## config.mk

```make
export PLATFORM = sky130hd
export DESIGN_NAME = module_calc_ctrl
export DESIGN_NICKNAME = d
export VERILOG_FILES = /design/src/rtl/calc_pkg.sv /design/src/rtl/module_digit_reg.sv /design/src/rtl/module_calc_ctrl.sv
export SDC_FILE = /design/constraint.sdc
export NUM_CORES = 1
export LEC_CHECK = 0
export BUFFER_PORTS_ARGS = -buffer_cell sky130_fd_sc_hd__clkbuf_2
export CORE_UTILIZATION = 49
export CTS_CLUSTER_DIAMETER = 40
export CTS_CLUSTER_SIZE = 40
export DETAILED_ROUTE_END_ITERATION = 10
export PLACE_DENSITY = 0.85
export SYNTH_ARGS = -nofsm -noshare
export SYNTH_HDL_FRONTEND = slang
export SYNTH_SLANG_ARGS = --single-unit
```

## constraint.sdc

```tcl
create_clock -name clk -period 2.2 [get_ports clk]
set_input_delay 0.11 -clock clk [delete_from_list [all_inputs] [get_ports clk]]
set_output_delay 0.11 -clock clk [all_outputs]
set_load 0.02 [all_outputs]
```

## src/rtl/calc_pkg.sv

```systemverilog
`default_nettype none
// ============================================================================
// calc_pkg : shared types and constants for the keypad calculator sequencer
// Rev 1.0
// ============================================================================
package calc_pkg;

    typedef enum logic [7:0] {
        ENTA = 8'b0000_0001,
        ENTB = 8'b0000_0010,
        LDA  = 8'b0000_0100,
        LDB  = 8'b0000_1000,
        LDS  = 8'b0001_0000,
        WAIT = 8'b0010_0000,
        SHOW = 8'b0100_0000,
        ERR  = 8'b1000_0000
    } state_t;

    localparam logic [3:0] KEY_ADD = 4'hA;
    localparam logic [3:0] KEY_EQ  = 4'hB;
    localparam logic [3:0] KEY_CLR = 4'hC;

    localparam logic [1:0] DISP_A = 2'd0;
    localparam logic [1:0] DISP_B = 2'd1;
    localparam logic [1:0] DISP_S = 2'd2;

    function automatic logic is_digit(input logic [3:0] k);
        return k <= 4'd9;
    endfunction

endpackage
`default_nettype wire

```

## src/rtl/module_digit_reg.sv

```systemverilog
`default_nettype none
// ============================================================================
// module_digit_reg : BCD shift register holding up to NDIG digits plus count
// Rev 1.0
// ============================================================================
module module_digit_reg #(
    parameter int NDIG = 3
) (
    input  logic              clk,
    input  logic              rst,
    input  logic              clr,
    input  logic              shift,
    input  logic [3:0]        din,
    output logic [4*NDIG-1:0] q,
    output logic              full
);

    localparam int W  = 4 * NDIG;
    localparam int CW = $clog2(NDIG + 1);

    logic [W-1:0]  q_q, q_d, w_shifted;
    logic [CW-1:0] cnt_q, cnt_d;

    generate
        if (NDIG == 1) begin : g_single
            assign w_shifted = din;
        end else begin : g_multi
            assign w_shifted = {q_q[W-5:0], din};
        end
    endgenerate

    assign full = (cnt_q == CW'(NDIG));
    assign q    = q_q;

    // clr together with shift restarts the operand with din as its first digit
    always_comb begin
        q_d   = q_q;
        cnt_d = cnt_q;
        if (clr) begin
            q_d   = '0;
            cnt_d = '0;
        end
        if (shift && clr) begin
            q_d   = W'(din);
            cnt_d = CW'(1);
        end else if (shift && !full) begin
            q_d   = w_shifted;
            cnt_d = cnt_q + CW'(1);
        end
    end

    always_ff @(posedge clk or negedge rst) begin
        if (!rst) begin
            q_q   <= '0;
            cnt_q <= '0;
        end else begin
            q_q   <= q_d;
            cnt_q <= cnt_d;
        end
    end

endmodule
`default_nettype wire

```

## src/rtl/module_calc_ctrl.sv

```systemverilog
`default_nettype none
// ============================================================================
// module_calc_ctrl : key-driven sequencer for the BCD adder/display datapath
// Rev 1.0
// ============================================================================
module module_calc_ctrl
    import calc_pkg::*;
#(
    parameter int NDIG    = 3,
    parameter int TIMEOUT = 255
) (
    input  logic              clk,
    input  logic              rst,
    input  logic              key_valid,
    input  logic [3:0]        key_code,
    input  logic              s_done,
    output logic [4*NDIG-1:0] opa,
    output logic [4*NDIG-1:0] opb,
    output logic              load_a,
    output logic              load_b,
    output logic              load_s,
    output logic [1:0]        disp_sel,
    output logic              busy,
    output logic              ovf,
    output logic              err
);

    localparam int TW = $clog2(TIMEOUT + 1);

    state_t        state_q, state_d;
    logic [TW-1:0] tmo_q, tmo_d;
    logic          ovf_q, ovf_d;
    logic          clr_ops, shift_a, shift_b, full_a, full_b;

    wire key_clr = key_valid && (key_code == KEY_CLR);
    wire key_add = key_valid && (key_code == KEY_ADD);
    wire key_eq  = key_valid && (key_code == KEY_EQ);
    wire key_dig = key_valid && is_digit(key_code);

    module_digit_reg #(.NDIG(NDIG)) u_reg_a (
        .clk   (clk),
        .rst   (rst),
        .clr   (clr_ops),
        .shift (shift_a),
        .din   (key_code),
        .q     (opa),
        .full  (full_a)
    );

    module_digit_reg #(.NDIG(NDIG)) u_reg_b (
        .clk   (clk),
        .rst   (rst),
        .clr   (clr_ops),
        .shift (shift_b),
        .din   (key_code),
        .q     (opb),
        .full  (full_b)
    );

    always_comb begin
        state_d = state_q;
        ovf_d   = ovf_q;
        clr_ops = 1'b0;
        shift_a = 1'b0;
        shift_b = 1'b0;
        tmo_d   = (state_q == WAIT) ? tmo_q + TW'(1) : '0;
        if (key_clr) begin
            clr_ops = 1'b1;
            ovf_d   = 1'b0;
            state_d = ENTA;
        end else begin
            case (state_q)
                ENTA: begin
                    if (key_dig) begin
                        shift_a = 1'b1;
                        ovf_d   = ovf_q | full_a;
                    end else if (key_add) begin
                        state_d = ENTB;
                    end
                end
                ENTB: begin
                    if (key_dig) begin
                        shift_b = 1'b1;
                        ovf_d   = ovf_q | full_b;
                    end else if (key_eq) begin
                        state_d = LDA;
                    end
                end
                LDA:  state_d = LDB;
                LDB:  state_d = LDS;
                LDS:  state_d = WAIT;
                // s_done takes precedence over an expiring timeout
                WAIT: begin
                    if (s_done)
                        state_d = SHOW;
                    else if (tmo_q == TW'(TIMEOUT - 1))
                        state_d = ERR;
                end
                SHOW: begin
                    if (key_dig) begin
                        clr_ops = 1'b1;
                        shift_a = 1'b1;
                        ovf_d   = 1'b0;
                        state_d = ENTA;
                    end
                end
                ERR:     state_d = ERR;
                default: state_d = ENTA;
            endcase
        end
    end

    always_ff @(posedge clk or negedge rst) begin
        if (!rst) begin
            state_q <= ENTA;
            tmo_q   <= '0;
            ovf_q   <= 1'b0;
        end else begin
            state_q <= state_d;
            tmo_q   <= tmo_d;
            ovf_q   <= ovf_d;
        end
    end

    // All outputs decode the state register so reset removes strobes at once
    assign load_a = (state_q == LDA);
    assign load_b = (state_q == LDB);
    assign load_s = (state_q == LDS);
    assign busy   = (state_q == LDA) || (state_q == LDB) ||
                    (state_q == LDS) || (state_q == WAIT);
    assign err    = (state_q == ERR);
    assign ovf    = ovf_q;

    always_comb begin
        case (state_q)
            ENTA:       disp_sel = DISP_A;
            SHOW, ERR:  disp_sel = DISP_S;
            default:    disp_sel = DISP_B;
        endcase
    end

endmodule
`default_nettype wire

```

# ---- Yosys cells after proc, flatten, opt, wreduce, memory -nomap -nowiden
# Cells that the tools add are included.
dict set report op_classes {
  addsub 3
  order_cmp 1
  n_eq_ne 22
  muxes 33
  bitwise 2
  n_reduce_logical 20
}
# op count
set op_table {}
lappend op_table {{$mux W8} 9}
lappend op_table {{$pmux W8 S8} 1}
lappend op_table {{$mux W12} 5}
lappend op_table {{$ne A3 B3 Y1 const B} 7}
lappend op_table {{$eq A8 B8 Y1 const B} 2}
lappend op_table {{$eq A4 B4 Y1 const B} 3}
lappend op_table {{$mux W1} 11}
lappend op_table {{$mux W2} 5}
lappend op_table {{$add A8 B1 Y8 const B} 1}
lappend op_table {{$eq A8 B1 Y1 const B} 1}
lappend op_table {{$eq A8 B2 Y1 const B} 1}
lappend op_table {{$eq A8 B3 Y1 const B} 1}
lappend op_table {{$eq A8 B4 Y1 const B} 1}
lappend op_table {{$eq A8 B5 Y1 const B} 1}
lappend op_table {{$eq A8 B6 Y1 const B} 1}
lappend op_table {{$eq A8 B7 Y1 const B} 1}
lappend op_table {{$logic_and A1 B1 Y1} 8}
lappend op_table {{$reduce_and A6 Y1} 1}
lappend op_table {{$reduce_bool A3 Y1} 2}
lappend op_table {{$add A2 B1 Y2 const B} 2}
lappend op_table {{$eq A2 B2 Y1 const B} 2}
lappend op_table {{$le A4 B4 Y1 const B} 1}
lappend op_table {{$ne A4 B3 Y1 const B} 1}
lappend op_table {{$pmux W2 S2} 1}
lappend op_table {{7 further kinds} 12}
dict set report word_totals {
  reg_bits 45
}

# ---- Logic depth before layout (Yosys ltp)
# Gate-level depths: netlist of the first run.
dict set report depth {
  word_depth 8
  depth_mapped 8
  ltp_nobuf 6
}

# ---- Cells and area by module
# A second synthesis of the first run with hierarchy kept.
dict set report unflattened {
  hier_cells 227
  area_unflattened_um2 2208.4
}
# module instances cells_per_inst area_each_um2
set by_module_without_submodules {}
lappend by_module_without_submodules {module_digit_reg 2 57 589.3}
lappend by_module_without_submodules {module_calc_ctrl 1 113 1029.7}

# ---- Least setup slack after synthesis of the first run
# OpenSTA, ideal clock, no wires.
dict set report synth_timing {
  path_type {reg-to-reg}
  from {register state_q[2]}
  to {register state_q[6]}
  setup_ns 0.073
  arrival_time_ns 1.987
  path_slack_ns 0.140
  path_stages_with_launch 6
  path_buffers 1
  synth_period_minus_slack_ns 2.060
  cell_sequence {dfrtp_1 or4_1 or4_4 buf_6 or3_4 a21oi_2}
}
dict set report synth_between {
  elab_chain_cells 3
}
# item line
set synth_lines {}
lappend synth_lines {{from (decl)} module_calc_ctrl.sv:30} ;# state_t state_q, state_d;
lappend synth_lines {{from (signal assigned)} module_calc_ctrl.sv:119} ;# state_q <= state_d;
lappend synth_lines {{$eq A8 B6 Y1, or another cell as far along} module_calc_ctrl.sv:72} ;# case (state_q)
lappend synth_lines {{$ne A4 B3 Y1 (no source line), or another cell as far along} -}
lappend synth_lines {{$reduce_and A6 Y1 (no source line) or $mux W8 (tied branches)} -}
# Several ways; a longest one is shown, not always the timed one.
# A chain may end at the register's enable or synchronous reset.

# ---- Final worst setup path of the first run
dict set report layout_timing {
  from {register state_q[3]}
  to {register u_reg_a.q_q[5] (netlist: u_reg_a.q[5])}
}
dict set report layout_between {
  elab_chain_cells 7
}
# item line
set layout_lines {}
lappend layout_lines {{$eq A8 B7 Y1 or $eq A8 B1 Y1 (tied branches)} module_calc_ctrl.sv:72}
lappend layout_lines {{$reduce_or A2 Y1 (no source line)} -}
lappend layout_lines {{$mux W1} -}
lappend layout_lines {{$mux W1} module_calc_ctrl.sv:67} ;# if (key_clr) begin
lappend layout_lines {{$logic_and A1 B1 Y1} module_digit_reg.sv:46} ;# end else if (shift && !full) begin
lappend layout_lines {{$mux W12} module_digit_reg.sv:46}
lappend layout_lines {{$mux W12} module_digit_reg.sv:43} ;# if (shift && clr) begin
lappend layout_lines {{to (signal assigned)} module_digit_reg.sv:57} ;# q_q <= q_d;
lappend layout_lines {{to (decl)} module_digit_reg.sv:21} ;# logic [W-1:0] q_q, q_d, w_shifted;
# Several ways; a longest one is shown, not always the timed one.

==> metrics.md, run 1 <==
| Metric | Value |
|---|---|
| Largest net degree at the start of global routing | 25 |
| Diode count | 0 |
| Switching Fraction | 35.0% |
| Worst Max-Slew Pin Slew | 0.427 ns |
| Final TNS setup | 0 ns |
| Library cells used by synthesis | 43 |
| Worst setup margin | 0.131 ns |
| Crit-path max FO | 9 |
| Fill cells | roughly 340 |
| Hpwl dp | 3.54 mm |
| I/O Buffers | 39 |
| Number of synthesized flops with an enable pin | 0 |
| Die width | 68.5 um |
| Non-Filler Instances | roughly 320 |
| Clock transition at path regs | approximately 0.080 ns |
| Max-slew violations | 0 |
| P_leak | roughly 0.0013 uW |
| Yosys reg bits | 45 |
| PD cells | slightly below 900 nW/um2 |
| First-pass GRT wire length | ~7.4 mm |
| Avg Cell Area, Syn | 9.69 um2 |
| Gr usage total | between 20% and 30% |
| Clk Latency, worst-skew pair | 0.30 ns |
| Setup bufs post-CTS | 0 |
| Max Clock Skew | 0.00516 ns |
| Seq pwr share | 48.6% |
| Syn nets | approximately 240 |
| CTS tree | yes |
| Rows | 23 |
| Fin crit period | slightly above 2 ns |
| Yosys warns | 0 |
| Critical-path cell list | nor2_1, and3b_1, or4b_1, and2_1, a22o_1 |
| H-tree levels | 2 |
| Clock sinks | 45 |
| CP required | 2.38 ns |
| Routed len/inst | 14.4 um |
| Final setup viols | 0 |
| Nets | approximately 290 |
| TritonCTS Buffers | 5 |
| Int Pwr | 1470 uW |
| Vias in the first global route | 1,744 |
| Worst Hold Margin | 0.0940 ns |
| ANT nets after route | 0 |
| Drt drc | 0 |
| Clock network power share | between 20% and 30% |
| Fmax | slightly below 500 MHz |
| GRT Residual Overflow | 0 |
| I/O pins | 40 |
| Critical Path Source Type | register |
| RSZ-0062 raised after global routing | no |
| Die area | roughly 4700 um2 |
| Relative slew margins | 71.5% |
| Root Driver | clkbuf_8 |
| Mapped Cells | about 220 |
| Synth Cell Area | approximately 2200 um2 |
| Core Area | 4120 um2 |
| Final Hold Violating Endpoints | 0 |
| Critical path class | register to register |
| DR vias | 1,837 |
| Status | finished, final reports clean |
| Psw | about 800 uW |
| Sequential element share of the synthesized area | 52.0% |
| Setup WS pre-CTS | around 0.12 ns |
| Crit share post-route | about 94% |
| Maxcap violations | 0 |
| Ys flop type | dfrtp_1 |
| Synth-to-layout area growth | 18.6% |
| Layout cell share with drive strength beyond 1 | 24.5% |
| Initial core utilization | between 50% and 60% |
| Asr flop ratio synth | 100% |
| Logic pwr share | 30.7% |
| Reg-to-reg slack, setup | around 0.13 ns |
| Die H | 68.5 um |
| Worst VDD drop | 0.000345 V |
| DRT iter0 DRCs | 152 |
| CP max stage cell | or4b_1 |
| Final wirelength | 4.64 mm |
| Worst EP arrival | 2.25 ns |
| Initial antenna violation count | 0 |
| CTS Buffer Depth | 2 |
| Gpl congestion | 0.877 |
| Endpoint type of the worst setup path | register |
| CP peak stage delay | 0.46 ns |
| Via density | 5.69 |
| Placed Cells | 316 |
| HP Class | primary input to register |
| DRT Pass-1 Iters | 4 |
[final timing paths]
path                         startpoint           end  cells after the start
max                          state_q[3]  u_reg_a.q[5]                      5
min                         key_code[3]  u_reg_b.q[3]                      3
max reg2reg                  state_q[3]  u_reg_a.q[5]                      5
min reg2reg                u_reg_a.q[9]  u_reg_a.q[9]                      1
max in group asynchronous           rst    state_q[0]                      3
min in group asynchronous           rst    state_q[4]                      2
[layout by cell type, fill, tap and decap left out, types with 2 or more instances in the layout]
| cell type | Yosys | routed |
|---|---|---|
| nand4b_1 | 2 | 2 |
| nor2b_1 | 5 | 5 |
| a21oi_1 | 12 | 12 |
| o22ai_1 | 3 | 3 |
| xor2_1 | 7 | 7 |
| and4_1 | 3 | 3 |
| dfrtp_1 | 44 | 44 |
| nor4_1 | 3 | 2 |
| o21ai_0 | 13 | 13 |
| nor2_1 | 19 | 18 |
| buf_4 | 0 | 13 |
| a22o_1 | 9 | 9 |
| ha_1 | 4 | 4 |
| a211oi_1 | 2 | 2 |
| clkbuf_2 | 0 | 39 |
| clkbuf_8 | 0 | 5 |
| nand3_1 | 9 | 9 |
| and3_1 | 3 | 3 |
| or4_1 | 3 | 3 |
| nor3_1 | 2 | 2 |
| nor4b_1 | 2 | 2 |
| inv_1 | 8 | 8 |
| and2_1 | 4 | 4 |
| nor3b_1 | 3 | 3 |
| nand2_1 | 32 | 32 |
| nand4_1 | 4 | 4 |
[sequential cells by signal (all words and copies together) (netlist names)]
register       cells
u_reg_a.q         12
u_reg_b.q         12
state_q            8
tmo_q              8
u_reg_a.cnt_q      2
u_reg_b.cnt_q      2
ovf                1
[synth_stat cells (all sizes together), types with 2 or more instances]
library cell / count / area (um2)
dfrtp: 44 / 1100
nand2: 32 / 120
nor2: 19 / 71.3
a21oi: 13 / 68.8
o21ai: 13 / 65.1
a22o: 9 / 78.8
clkbuf: 9 / 33.8
nand3: 9 / 45.0
inv: 8 / 30.0
xor2: 7 / 61.3
nor2b: 5 / 31.3
and2: 4 / 25.0
ha: 4 / 50.1
nand4: 4 / 25.0
or4: 4 / 33.8
and3: 3 / 18.8
and4: 3 / 26.3
nor3b: 3 / 22.5
nor4: 3 / 18.8
o22ai: 3 / 18.8
a211oi: 2 / 15.0
nand4b: 2 / 17.5
nor3: 2 / 10.0
nor4b: 2 / 17.5
or3: 2 / 17.5
[cell type report]
type / count / area (um2) / share of cell area (%)
inverter: 8 / 30.0 / 1.17
timing repair buffer: 53 / 303 / 11.8
multi-input combinational: 161 / 976 / 37.9
sequential: 45 / 1130 / 43.8
tap: 50 / 62.6 / 2.43
clock buffer: 5 / 68.8 / 2.68
clock inverter: 1 / 5.00 / 0.195
[routing by layer]
layer / share of wire [%] / up-vias / global-route usage (%)
li1: - / 897 / -
met1: 43 / 874 / 25.8
met2: 49 / 61 / 36.8
met3: 6.1 / 5 / 5.43
met4: 1.2 / 0 / 8.07
met5: 0 / - / 0
[worst max-delay path, delay by kind of cell, from the launching register on]
kind / cells / cell delay (ns)
and+or+nand+nor: 4 / 1.26
AOI/OAI and AO/OA: 1 / 0.26
DFF: 1 / 0.43
[metrics by stage]
step / util (%) / power [uW] / cell area (um2)
5_1_grt: 62.5 / 2400 / 2570
6_report: 62.5 / 2260 / 2570
3_3_place_gp: 60.4 / 1780 / 2490
2_1_floorplan: - / 1550 / 2170
3_5_place_dp: 60.4 / 1810 / 2490
4_1_cts: 62.5 / 2270 / 2570
[power groups by stage]
| stage | sequential [uW] | clock [uW] | combinational [uW] |
|---|---|---|---|
| CTS | 1100 | 471 | 702 |
| detailed placement | 1110 | 0 | 695 |
| floorplan | 1230 | 0 | 323 |
| global placement | 1110 | 0 | 674 |
| global route | 1120 | 508 | 768 |
| finish | 1100 | 465 | 694 |
[repair_timing]
item | in CTS | in global routing
hold endpoints to repair | 44 | 0
hold buffers | 1 | 0
endpoints found under the setup margin | 0 | 9
gates resized for setup | 0 | 1
[logic make-up after synthesis]
group / after synthesis / synth area share [%]
simple gates: 102 / 25.1
compound gates: 47 / 14.0
flops: 45 / 52.0
buf+inv: 18 / 3.46
xor+xnor: 8 / 3.23
fa+ha+maj: 4 / 2.31
Power figures use the tool's default switching activity.
==> run 2, diff against run 1 <==
--- a/config.mk
+++ b/config.mk
@@ -8,2 +8,3 @@
 export BUFFER_PORTS_ARGS = -buffer_cell sky130_fd_sc_hd__clkbuf_2
+export CORE_ASPECT_RATIO = 0.7
 export CORE_UTILIZATION = 49
@@ -13,2 +14,3 @@
 export PLACE_DENSITY = 0.85
+export SLEW_MARGIN = 40
 export SYNTH_ARGS = -nofsm -noshare
--- a/constraint.sdc
+++ b/constraint.sdc
@@ -3,2 +3,2 @@
 set_output_delay 0.11 -clock clk [all_outputs]
-set_load 0.02 [all_outputs]
+set_load 0.01 [all_outputs]
==> metrics.md, run 2 (synthesis gave the netlist of run 1 again) <==
| Metric | Value |
|---|---|
| HP Class | primary input to register |
| I/O pins | 40 |
| Clk Latency, worst-skew pair | 0.30 ns |
| Fmax | 480 MHz |
| Via density | ~5.6 |
| Die H | 57.7 um |
| Worst EP arrival | 2.28 ns |
| RSZ-0062 raised after global routing | no |
| Multi-input logic area | approximately 1000 um2 |
| Clock transition at path regs | ~0.080 ns |
| Nets | 283 |
| Final wirelength | 4.66 mm |
| Min-delay src | key_code[3] |
| First-pass GRT wire length | 7.87 mm |
| DR vias | 1,811 |
| Maxcap violations | 0 |
| Final setup viols | 0 |
| Commonest non-fill, non-tap cell in the layout | dfrtp_1 |
| Core Area | 4090 um2 |
| DRT Pass-1 Iters | 4 |
| Initial core utilization | 53.1% |
| Reg-to-reg slack, setup | roughly 0.12 ns |
| Worst Max-Slew Pin Slew | between 0.4 and 0.5 ns |
| Final Hold Violating Endpoints | 0 |
| CTS tree | yes |
| Initial antenna violation count | 0 |
| TritonCTS Buffers | 5 |
| Status | finished, final reports clean |
| Reg2Reg Launch Point | state_q[2] |
| H-tree levels | 2 |
| Crit-path max FO | 9 |
| CP required | between 2 and 2.5 ns |
| Max-slew violations | 0 |
| Fill cells | ~360 |
| Critical path class | register to register |
| Critical Path Start | state_q[2] |
| DRT iter0 DRCs | 117 |
| P_leak | 0.00128 uW |
| PD cells | between 900 and 1000 nW/um2 |
| Synth-to-layout area growth | 20.5% |
| Fin crit period | about 2.1 ns |
| Die width | 81.5 um |
| Drt drc | 0 |
| I/O Buffers | 39 |
| Worst VDD drop | 0.000702 V |
| Most frequent cells in the layout | dfrtp_1 (44), clkbuf_2 (38), nand2_1 (32) |
| Worst setup margin | ~0.12 ns |
| Diode count | 0 |
| Gpl congestion | 0.855 |
| Register area | 1130 um2 |
| Final TNS setup | 0 ns |
| Root Driver | clkbuf_8 |
| CTS Buffer Depth | 2 |
| Rows | 19 |
| Crit share post-route | a little over nine tenths |
| Layout cell share with drive strength beyond 1 | approximately a quarter |
| Placed Cells | 315 |
| Gr usage total | 22.3% |
| Hpwl dp | 3.31 mm |
| Relative slew margins | 67.8% |
| Non-Filler Instances | around 320 |
| Max Clock Skew | 0.00592 ns |
| Setup WS pre-CTS | 0.126 ns |
| GRT Residual Overflow | 0 |
| Clock sinks | 45 |
| Routed len/inst | approximately 14 um |
| Endpoint type of the worst setup path | register |
| Vias in the first global route | 1,655 |
| Critical Path Source Type | register |
| Setup bufs post-CTS | 0 |
| Largest net degree at the start of global routing | 37 |
| Die area | 4700 um2 |
| ANT nets after route | 0 |
## run 2: cell type report
type                    instances  area share [%]
clock buffers                   5            2.63
clock inverters                 3            2.49
inverters                       8            1.15
multi-input cells             161            37.3
flip-flops and latches         45            43.1
well taps                      52            2.49
repair buffers                 50            10.8
## run 2: timing repair
item | in CTS | in global routing
hold buffers | 1 | 0
endpoints found under the hold margin | 34 | 0
resized for setup | 0 | 1
endpoints found under the setup margin | 0 | 9
## run 2: per-layer routing
| layer | global-route usage [%] | share of wire, % | vias up |
|---|---|---|---|
| met2 | 31.2 | 42 | 48 |
| met3 | 5.51 | 5.0 | 5 |
| met1 | 34.1 | 52 | 871 |
| li1 | - | - | 887 |
| met5 | 0 | 0 | - |
| met4 | 6.12 | 0.94 | 0 |
## run 2: final timing paths
check                                    end  cells after the start
worst max-delay path            u_reg_a.q[7]                      5
worst min register to register  u_reg_a.q[8]                      1
min in group asynchronous         state_q[4]                      2
worst max register to register  u_reg_a.q[7]                      5
max in group asynchronous       u_reg_b.q[2]                      3
worst min-delay path            u_reg_a.q[3]                      3
## run 2: report_power, final
group,switching (uW),internal (uW),leakage [uW]
Clock,276,451,0.0000681
Combinational,322,276,0.000609
Sequential,119,980,0.000605
Total,717,1710,0.00128
## run 2: critical path, cell delays in order, from the launching register on
cell and delay (ns):
dfrtp_1 0.42, nor2_1 0.25, and3b_1 0.29, or4b_1 0.47, and2_1 0.28, a22o_1 0.27
## run 2: stage by stage
| step | power (uW) | cell area, um2 | utilization, % | hold WS (ns) |
|---|---|---|---|---|
| floorplan | 1460 | 2170 | - | -0.186 |
| global placement | 1680 | 2470 | 60.3 | 0.272 |
| detailed placement | 1710 | 2470 | 60.4 | 0.130 |
| CTS | 2440 | 2610 | 63.9 | 0.100 |
| global route | 2580 | 2620 | 64.0 | 0.116 |
| finish | 2420 | 2620 | 64.0 | 0.110 |
==> run 3, diff against run 2 <==
CELL_PAD_IN_SITES_DETAIL_PLACEMENT = 0   (was default)
CELL_PAD_IN_SITES_GLOBAL_PLACEMENT = 1   (was default)
CORE_UTILIZATION = 38   (was 49)
PLACE_DENSITY = 0.86   (was 0.85)
TNS_END_PERCENT = 50   (was default)
==> metrics.md, run 3 (synthesis gave the netlist of run 1 again) <==
| Metric | Value |
|---|---|
| Gpl congestion | 0.853 |
| Psw | 734 uW |
| First-pass GRT wire length | 8.33 mm |
| Multi-input logic area | 976 um2 |
| Via density | 5.26 |
| Seq pwr share | approximately 45% |
| Int Pwr | 1710 uW |
| Max Clock Skew | 0.00932 ns |
| CP required | 2.43 ns |
| Crit-path max FO | 9 |
| Register area | approximately 1100 um2 |
| Final setup viols | 0 |
| Clock transition at path regs | about 0.090 ns |
| Setup bufs post-CTS | 0 |
| Die H | roughly 65 um |
| Worst setup margin | 0.104 ns |
| Final Hold Violating Endpoints | 0 |
| Core Area | 5370 um2 |
| Maxcap violations | 0 |
| Final TNS setup | 0 ns |
| TritonCTS Buffers | 5 |
| CTS tree | yes |
| Fill cells | 526 |
| Vias in the first global route | ~1,700 |
| HP Class | primary input to register |
| Largest net degree at the start of global routing | 17 |
| Critical Path Source Type | register |
| Layout cell share with drive strength beyond 1 | 24.8% |
| Final Power | 2450 uW |
| Nets | 285 |
| Initial antenna violation count | 0 |
| Gr usage total | 17.8% |
| Clock sinks | 45 |
| I/O pins | 40 |
| Fmax | 477 MHz |
| Relative slew margins | 62.4% |
| PD cells | between 900 and 1000 nW/um2 |
| Fin crit period | 2.10 ns |
| Synth-to-layout area growth | 22.4% |
| Rows | 22 |
| Max-slew violations | 0 |
| DRT iter0 DRCs | 159 |
| GRT Residual Overflow | 0 |
| Setup WS pre-CTS | 0.123 ns |
| Die area | 6020 um2 |
| Most frequent cells in the layout | dfrtp_1 (44), clkbuf_2 (39), nand2_1 (32) |
| Crit share post-route | 95.3% |
| Diode count | 0 |
| RSZ-0062 raised after global routing | no |
| Initial core utilization | roughly two fifths |
| Hpwl dp | 3.60 mm |
| Worst Hold Margin | around 0.09 ns |
| Root Driver | clkbuf_8 |
| Clk Latency, worst-skew pair | 0.30 ns |
| I/O Buffers | 39 |
| Worst VDD drop | 0.000284 V |
| Worst Max-Slew Pin Slew | 0.562 ns |
| Critical path class | register to register |
| H-tree levels | 2 |
| Routed len/inst | 14.0 um |
| Commonest non-fill, non-tap cell in the layout | dfrtp_1 |
| Worst EP arrival | about 2.3 ns |
| Logic pwr share | 24.3% |
| P_leak | around 0.0013 uW |
| DRT Pass-1 Iters | 4 |
| Endpoint type of the worst setup path | register |
| DR vias | 1,819 |
| CTS Buffer Depth | 2 |
| Switching Fraction | roughly 30% |
| Clock network power share | 30.9% |
| Drt drc | 0 |
| Final wirelength | 4.85 mm |
| Status | finished, final reports clean |
| Die width | 92.3 um |
| ANT nets after route | 0 |
-- run 3: cell types whose count changed in the layout (fill, tap and decap cells not counted) --
cell      delta
buf_4        +2
clkbuf_2     +1
clkbuf_4     -1
clkinv_2     -1
inv_6        +1
-- run 3: metal layers --
metal  vias to the layer above  GRT usage, %  share of wire (%)
li1                        896             -                  -
met1                       884          25.8                 51
met2                        32          25.8                 44
met3                         7          3.59                3.1
met4                         0          7.42                1.4
met5                         -             0                  0
-- run 3: final timing paths --
kind | cells past startpoint | to | slack [ns] | from
max in group asynchronous | 3 | state_q[0] | 1.31 | rst
worst min register to register | 1 | u_reg_a.q[11] | 0.51 | u_reg_a.q[11]
worst max-delay path | 4 | state_q[6] | 0.10 | state_q[2]
worst min-delay path | 3 | u_reg_a.q[1] | 0.09 | key_code[1]
min in group asynchronous | 2 | u_reg_a.q[9] | 0.26 | rst
worst max register to register | 4 | state_q[6] | 0.10 | state_q[2]
-- run 3: metrics by stage --
stage / area [um2] / utilization (%) / instances
floorplan: 2170 / - / 224
global placement: 2510 / 46.7 / 337
detailed placement: 2510 / 46.7 / 337
CTS: 2650 / 49.4 / 346
global route: 2660 / 49.5 / 346
finish: 2660 / 49.5 / 346
-- run 3: power by group through the flow --
stage | logic, uW | clock network (uW) | registers (uW)
2_1_floorplan | 316 | 0 | 1150
3_3_place_gp | 587 | 0 | 1110
3_5_place_dp | 594 | 0 | 1120
4_1_cts | 599 | 770 | 1100
5_1_grt | 665 | 815 | 1120
6_report | 595 | 757 | 1100
-- run 3: final cells by class --
type                            instances  share of cell area, %
Clock buffer                            5                   2.59
Inverter                                8                   1.13
Multi-Input combinational cell        161                   36.7
Clock inverter                          3                   2.59
Tap cell                               72                   3.39
Timing Repair Buffer                   52                   11.1
Sequential cell                        45                   42.4
-- run 3: worst max-delay path: stages, from the launching register on --
cell,delay (ns)
dfrtp_1,0.42
or4_1,0.56
or4_4,0.56
or3_4,0.35
a21oi_2,0.13
-- run 3: timing repair --
action | in CTS | in global routing
gates resized for setup | 0 | 1
endpoints found under the hold margin | 14 | 0
setup endpoints to repair | 0 | 9
hold buffers | 1 | 0
